## src/rtl/phys_pkg.sv

```systemverilog
// Shared types and helpers for the car kinematics stage and the collision resolver.
package phys_pkg;

    // Step sequencer states.
    typedef enum logic [2:0] {
        IDLE,
        ACCEL,
        ISSUE,
        WAIT,
        COMMIT
    } phys_state_t;

    // Signed add clamped to [-lim, +lim]; operands are sign-extended to int by the caller,
    // so the sum never wraps for any position width below 31 bits.
    function automatic int sat_add(input int a, input int b, input int lim);
        int s;
        s = a + b;
        if (s > lim) begin
            s = lim;
        end else if (s < -lim) begin
            s = -lim;
        end
        return s;
    endfunction

endpackage

```

## src/rtl/physics_step_vel_sat.sv

```systemverilog
// Registered signed saturating accumulator; one instance per velocity axis.
module vel_sat
    import phys_pkg::*;
#(
    parameter int unsigned W   = 8,
    parameter int          LIM = 16
) (
    input  logic                clk,
    input  logic                rst,
    input  logic                clr,
    input  logic                en,
    input  logic signed [W-1:0] inc,
    output logic signed [W-1:0] sum_c,
    output logic signed [W-1:0] value
);

    // Next accumulator value, exposed so the caller can derive the motion vector in the same cycle.
    always_comb begin
        sum_c = W'(sat_add(int'(value), int'(inc), LIM));
    end

    // Clear wins over accumulate.
    always_ff @(posedge clk or posedge rst) begin
        if (rst) begin
            value <= '0;
        end else if (clr) begin
            value <= '0;
        end else if (en) begin
            value <= sum_c;
        end
    end

endmodule

```

## src/rtl/physics_step.sv

```systemverilog
// Per-frame car kinematics: accelerate, hand the motion vector to the collision resolver,
// then commit the resolved position and stop motion on any blocked axis.
module physics_step
    import phys_pkg::*;
#(
    parameter int unsigned POSITION_SIZE = 8,
    parameter int          GRAVITY       = 1,
    parameter int unsigned V_MAX         = 16,
    parameter int unsigned DT            = 1,
    parameter int unsigned TIMEOUT       = 255
) (
    input  logic                            clk_in,
    input  logic                            rst_in,
    input  logic                            load_in,
    input  logic [POSITION_SIZE-1:0]        init_x_in,
    input  logic [POSITION_SIZE-1:0]        init_y_in,
    input  logic                            frame_in,
    input  logic signed [POSITION_SIZE-1:0] accel_x_in,
    output logic                            coll_begin_out,
    output logic [POSITION_SIZE-1:0]        coll_pos_x_out,
    output logic [POSITION_SIZE-1:0]        coll_pos_y_out,
    output logic signed [POSITION_SIZE-1:0] coll_dx_out,
    output logic signed [POSITION_SIZE-1:0] coll_dy_out,
    input  logic                            coll_result_in,
    input  logic [POSITION_SIZE-1:0]        coll_x_new_in,
    input  logic [POSITION_SIZE-1:0]        coll_y_new_in,
    output logic [POSITION_SIZE-1:0]        pos_x_out,
    output logic [POSITION_SIZE-1:0]        pos_y_out,
    output logic signed [POSITION_SIZE-1:0] vel_x_out,
    output logic signed [POSITION_SIZE-1:0] vel_y_out,
    output logic                            busy_out,
    output logic                            step_done_out,
    output logic                            overrun_out,
    output logic                            timeout_out
);

    localparam int unsigned PS    = POSITION_SIZE;
    localparam int          VLIM  = int'(V_MAX);
    localparam int          DTI   = int'(DT);
    localparam int unsigned CNT_W = (TIMEOUT > 1) ? $clog2(TIMEOUT + 1) : 1;

    localparam logic [CNT_W-1:0]     CNT_LAST = CNT_W'(TIMEOUT - 1);
    localparam logic signed [PS-1:0] GRAV_INC = PS'(GRAVITY);

    phys_state_t state;
    phys_state_t state_next;

    logic                 do_load;
    logic                 do_start;
    logic                 do_accel;
    logic                 do_hit;
    logic                 do_expire;
    logic                 blk_x;
    logic                 blk_y;
    logic                 clr_x;
    logic                 clr_y;
    logic signed [PS-1:0] accel_q;
    logic signed [PS-1:0] x_sum;
    logic signed [PS-1:0] y_sum;
    logic [CNT_W-1:0]     wait_cnt;

    // A returned coordinate is blocked when it is not the unwrapped pos+delta.
    always_comb begin
        blk_x = (int'(coll_pos_x_out) + int'(coll_dx_out)) != int'(coll_x_new_in);
        blk_y = (int'(coll_pos_y_out) + int'(coll_dy_out)) != int'(coll_y_new_in);
    end

    // Step sequencer state register.
    always_ff @(posedge clk_in or posedge rst_in) begin
        if (rst_in) begin
            state <= IDLE;
        end else begin
            state <= state_next;
        end
    end

    // Next-state and per-cycle strobes; load beats frame in IDLE, result beats timeout in WAIT.
    always_comb begin
        state_next = state;
        do_load    = 1'b0;
        do_start   = 1'b0;
        do_accel   = 1'b0;
        do_hit     = 1'b0;
        do_expire  = 1'b0;
        case (state)
            IDLE: begin
                if (load_in) begin
                    do_load = 1'b1;
                end else if (frame_in) begin
                    do_start   = 1'b1;
                    state_next = ACCEL;
                end
            end
            ACCEL: begin
                do_accel   = 1'b1;
                state_next = ISSUE;
            end
            ISSUE: begin
                state_next = WAIT;
            end
            WAIT: begin
                if (coll_result_in) begin
                    do_hit     = 1'b1;
                    state_next = COMMIT;
                end else if (wait_cnt == CNT_LAST) begin
                    do_expire  = 1'b1;
                    state_next = IDLE;
                end
            end
            COMMIT: begin
                state_next = IDLE;
            end
            default: begin
                state_next = IDLE;
            end
        endcase
        clr_x = do_load | (do_hit & blk_x);
        clr_y = do_load | (do_hit & blk_y);
    end

    vel_sat #(
        .W   (PS),
        .LIM (VLIM)
    ) u_vel_x (
        .clk   (clk_in),
        .rst   (rst_in),
        .clr   (clr_x),
        .en    (do_accel),
        .inc   (accel_q),
        .sum_c (x_sum),
        .value (vel_x_out)
    );

    vel_sat #(
        .W   (PS),
        .LIM (VLIM)
    ) u_vel_y (
        .clk   (clk_in),
        .rst   (rst_in),
        .clr   (clr_y),
        .en    (do_accel),
        .inc   (GRAV_INC),
        .sum_c (y_sum),
        .value (vel_y_out)
    );

    // Handshake and status pulses, registered so they line up with the state they describe.
    always_ff @(posedge clk_in or posedge rst_in) begin
        if (rst_in) begin
            coll_begin_out <= 1'b0;
            step_done_out  <= 1'b0;
            busy_out       <= 1'b0;
        end else begin
            coll_begin_out <= do_accel;
            step_done_out  <= do_hit;
            busy_out       <= (state_next != IDLE);
        end
    end

    // Acceleration is sampled only when a frame is accepted.
    always_ff @(posedge clk_in or posedge rst_in) begin
        if (rst_in) begin
            accel_q <= '0;
        end else if (do_start) begin
            accel_q <= accel_x_in;
        end
    end

    // Resolver payload uses the freshly accelerated velocity and is held until the next step.
    always_ff @(posedge clk_in or posedge rst_in) begin
        if (rst_in) begin
            coll_pos_x_out <= '0;
            coll_pos_y_out <= '0;
            coll_dx_out    <= '0;
            coll_dy_out    <= '0;
        end else if (do_accel) begin
            coll_pos_x_out <= pos_x_out;
            coll_pos_y_out <= pos_y_out;
            coll_dx_out    <= PS'(sat_add(int'(x_sum) * DTI, 0, VLIM));
            coll_dy_out    <= PS'(sat_add(int'(y_sum) * DTI, 0, VLIM));
        end
    end

    // Resolver wait counter, restarted on the way into WAIT.
    always_ff @(posedge clk_in or posedge rst_in) begin
        if (rst_in) begin
            wait_cnt <= '0;
        end else if (state == ISSUE) begin
            wait_cnt <= '0;
        end else if (state == WAIT) begin
            wait_cnt <= wait_cnt + CNT_W'(1);
        end
    end

    // Committed position: loaded in IDLE or taken from the resolver result.
    always_ff @(posedge clk_in or posedge rst_in) begin
        if (rst_in) begin
            pos_x_out <= '0;
            pos_y_out <= '0;
        end else if (do_load) begin
            pos_x_out <= init_x_in;
            pos_y_out <= init_y_in;
        end else if (do_hit) begin
            pos_x_out <= coll_x_new_in;
            pos_y_out <= coll_y_new_in;
        end
    end

    // Sticky error flags, cleared only by a load.
    always_ff @(posedge clk_in or posedge rst_in) begin
        if (rst_in) begin
            overrun_out <= 1'b0;
            timeout_out <= 1'b0;
        end else if (do_load) begin
            overrun_out <= 1'b0;
            timeout_out <= 1'b0;
        end else begin
            if (frame_in && (state != IDLE)) begin
                overrun_out <= 1'b1;
            end
            if (do_expire) begin
                timeout_out <= 1'b1;
            end
        end
    end

endmodule

```

## config.mk

```make
export PLATFORM = sky130hd
export DESIGN_NAME = physics_step
export DESIGN_NICKNAME = d
export VERILOG_FILES = /design/src/rtl/phys_pkg.sv /design/src/rtl/physics_step_vel_sat.sv /design/src/rtl/physics_step.sv
export SDC_FILE = /design/constraint.sdc
export NUM_CORES = 1
export LEC_CHECK = 0
export CAP_MARGIN = 15
export CORE_MARGIN = 2
export CORE_UTILIZATION = 43
export CTS_CLUSTER_SIZE = 40
export DETAILED_ROUTE_END_ITERATION = 6
export PLACE_DENSITY = 0.69
export SKIP_LAST_GASP = 1
export SYNTH_ARGS = -nofsm -noshare
export SYNTH_HDL_FRONTEND = slang
export SYNTH_SLANG_ARGS = --single-unit
```

## constraint.sdc

```tcl
create_clock -name clk_in -period 4.1 [get_ports clk_in]
set_input_delay 0.82 -clock clk_in [delete_from_list [all_inputs] [get_ports clk_in]]
set_output_delay 0.82 -clock clk_in [all_outputs]
set_load 0.02 [all_outputs]
```

==> impl_metrics.csv <==
group,metric,value,unit
outcome,status,"finished clean",
setup_path,worst-path-max-fanout,8,
synthesis,synth_edf_count,0,
layout,area_delta_synth_final,29.7,%
synthesis,synth_top_area_cell,"dfrtp_1",
power_and_ir_drop,total_power,5.94,mW
timing,fin_setup_tns,0,ps
floorplan,rows,41,
synthesis,ys_ff_latch,88,
synthesis,yosysUniqueCellTypes,76,
floorplan,pin_count,114,
clock_network,cts.clk_slew.worst_paths,70,ps
synthesis,syn_nets,663,
floorplan,die_x,116,um
clock_network,cts.sinks,88,
timing,setup_slack,1130,ps
layout,final_cell_area,7040,um2
grt,grt_use_total,22.1,%
synthesis,synthCells,584,
timing,setup_violations,0,
synthesis,netlist_area,5430,um2
synthesis,ys_warn_count,0,
setup_path,ff2ff_setup_slack,1140,ps
timing,worst_pin_slew,753,ps
min_path,hold_path_class,"reg -> reg",
layout,utilization,56.5,%
floorplan,core_area,12500,um2
timing,rsz0062_at_grt,"no",
layout,drive_gt1_share,5.76,%
clock_network,hold_buffers,0,
timing,slew_viol_final,0,
setup_path,crit_type,"in -> reg",
clock_network,clock_latency,350,ps
clock_network,cts_buffer_depth,2,
power_and_ir_drop,p_leak,3.05,nW
synthesis,synth_top_area_share,40.6,%
place,gp_congestion,0.836,
place,dp_hpwl,10.6,mm
place,pre_cts_slack,779,ps
run,drv_cap,0,
floorplan,dieArea,13500,um2
timing,finalCriticalPeriod,2970,ps
setup_path,cp.required,4370,ps
power_and_ir_drop,power.density,844,nW/um2
synthesis,synth.area.top_cells,"dfrtp_1 41%, ha_1 7.1%, nand2_1 5.9%",
place,placed_area,6710,um2
place,place.port_buffers,113,
setup_path,crit_path_max_incr_delay,520,ps
routing,antenna_left,0,
layout,fin_nets,768,
grt,grt_pass1_wl,23.2,mm
power_and_ir_drop,ir_drop,351,uV
routing,via_per_inst,5.48,
routing,drtIter0Drc,288,
routing,drc,0,
synthesis,synth_top_flop_cell,"dfrtp_1",
timing,slew_headroom,49.1,%
setup_path,endpoint_kind,"register",
synthesis,syn_area_per_cell,9.30,um2
clock_network,htreeDepth,3,
routing,post_drt_wl_per_cell,16.7,um
synthesis,async_flop_share,100,%
clock_network,clockRootBuffer,"clkbuf_16",
setup_path,cp.arrival,3240,ps
clock_network,cts_setup_buffers,0,
clock_network,tritoncts,"done",
timing,finalClockSkew,6.14,ps
layout,layout_commonest_cell,"clkdlybuf4s50_1",
timing,hold_viol_final,0,
setup_path,crit_path_top_delay_cell,"or4b_4",
setup_path,startpoint_type,"input port",
floorplan,start_util,43.6,%
grt,grt_overflow,0,
timing,fmax,0.336,GHz
layout,diodes,0,
routing,firstDrtPassIters,5,
floorplan,die_h,116,um
clock_network,cts_buffers,9,
grt,antenna_found_initial,0,
grt,grt_pass1_vias,4556,
routing,vias,4743,
timing,period_share,72.5,%
routing,wl,14.5,mm
layout,layout_common_cells,"113 x clkdlybuf4s50_1, 88 x dfrtp_1, 86 x nand2_1, 50 x nor2_1, 32 x o21ai_1",
grt,grt_max_degree,89,
synthesis,synth-seq-area-share,40.6,%
clock_network,ctsResizeCount,0,
setup_path,crit_chain,"clkdlybuf4s50_1 > xnor2_2 > nor3_1 > a211o_2 > or4b_4 > a2111oi_4 > o2bb2ai_2 > a21oi_1",
## worst max-delay path, delay by kind of cell
kind | cells | cell delay (ps)
AOI/OAI and AO/OA | 4 | 1010
buffers and inverters | 1 | 470
and+or+nand+nor | 2 | 600
xor gates and xnor gates | 1 | 340
## cell type report
| type | instances | area, um2 |
|---|---|---|
| sequential | 88 | 2200 |
| multi-input combinational | 452 | 3030 |
| timing repair buffer | 117 | 1170 |
| fill | 1118 | 5420 |
| clock buffer | 11 | 233 |
| clock inverter | 5 | 104 |
| tap | 172 | 215 |
| inverter | 21 | 85.1 |
## sequential cells by signal, summed over array words and instances, names as in the netlist, 3 cells and up
register	count
accel_q	8
coll_dx_out	8
coll_dy_out	8
coll_pos_x_out	8
coll_pos_y_out	8
pos_x_out	8
pos_y_out	8
u_vel_x.value	8
u_vel_y.value	8
wait_cnt	8
state	3
## stage by stage
stage | cells | hold slack, ps
2_1_floorplan | 584 | 468
3_3_place_gp | 850 | 479
3_5_place_dp | 850 | 489
4_1_cts | 866 | 503
5_1_grt | 866 | 523
6_report | 866 | 498
## Yosys cell counts, drive strengths merged (4+ instances only)
master  number
clkbuf      15
xnor2       19
mux2        11
ha          31
or3          6
a21o         8
o21a         5
xor2        10
inv         21
nand2       86
nor2b        6
and2         4
a22o        13
a221oi       6
o21ai       43
nor3         8
a21oi       32
mux2i       17
a211oi       7
nor2        50
a211o        4
nand2b       7
nand3       23
o211ai       5
buf          8
dfrtp       88
## logic make-up (layout without fill, tap and decap cells)
group / after synthesis / in the layout / share of synthesized area (%)
fa+ha+maj: 34 / 34 / 8.25
mux: 28 / 28 / 5.42
xor+xnor: 29 / 29 / 4.82
compound gates: 147 / 147 / 18.9
buf+inv: 44 / 154 / 3.73
flops: 88 / 88 / 40.6
simple gates: 214 / 214 / 18.3
## where the power goes
| part | switching, mW | internal [mW] |
|---|---|---|
| registers | 0.372 | 1.21 |
| logic | 1.91 | 1.50 |
| clock network | 0.352 | 0.598 |
## worst paths after layout
kind                             startpoint                to  cells past startpoint
hold reg to reg                 timeout_out       timeout_out                      2
hold / removal                  timeout_out       timeout_out                      2
min in group asynchronous            rst_in      pos_x_out[2]                      3
max in group asynchronous            rst_in        accel_q[6]                      3
setup reg to reg           u_vel_x.value[1]  u_vel_x.value[2]                      8
setup / recovery           coll_y_new_in[5]  u_vel_y.value[2]                      8
## layer usage
metal  vias to the layer above  global-route usage, %  share of wire [%]
li1                       2305                      -                  -
met1                      2272                   31.3                 47
met2                       146                   35.3                 46
met3                        20                   2.85                5.3
met4                         0                   7.14                1.7
met5                         -                      0                  0
Power figures use the tool's default switching activity.
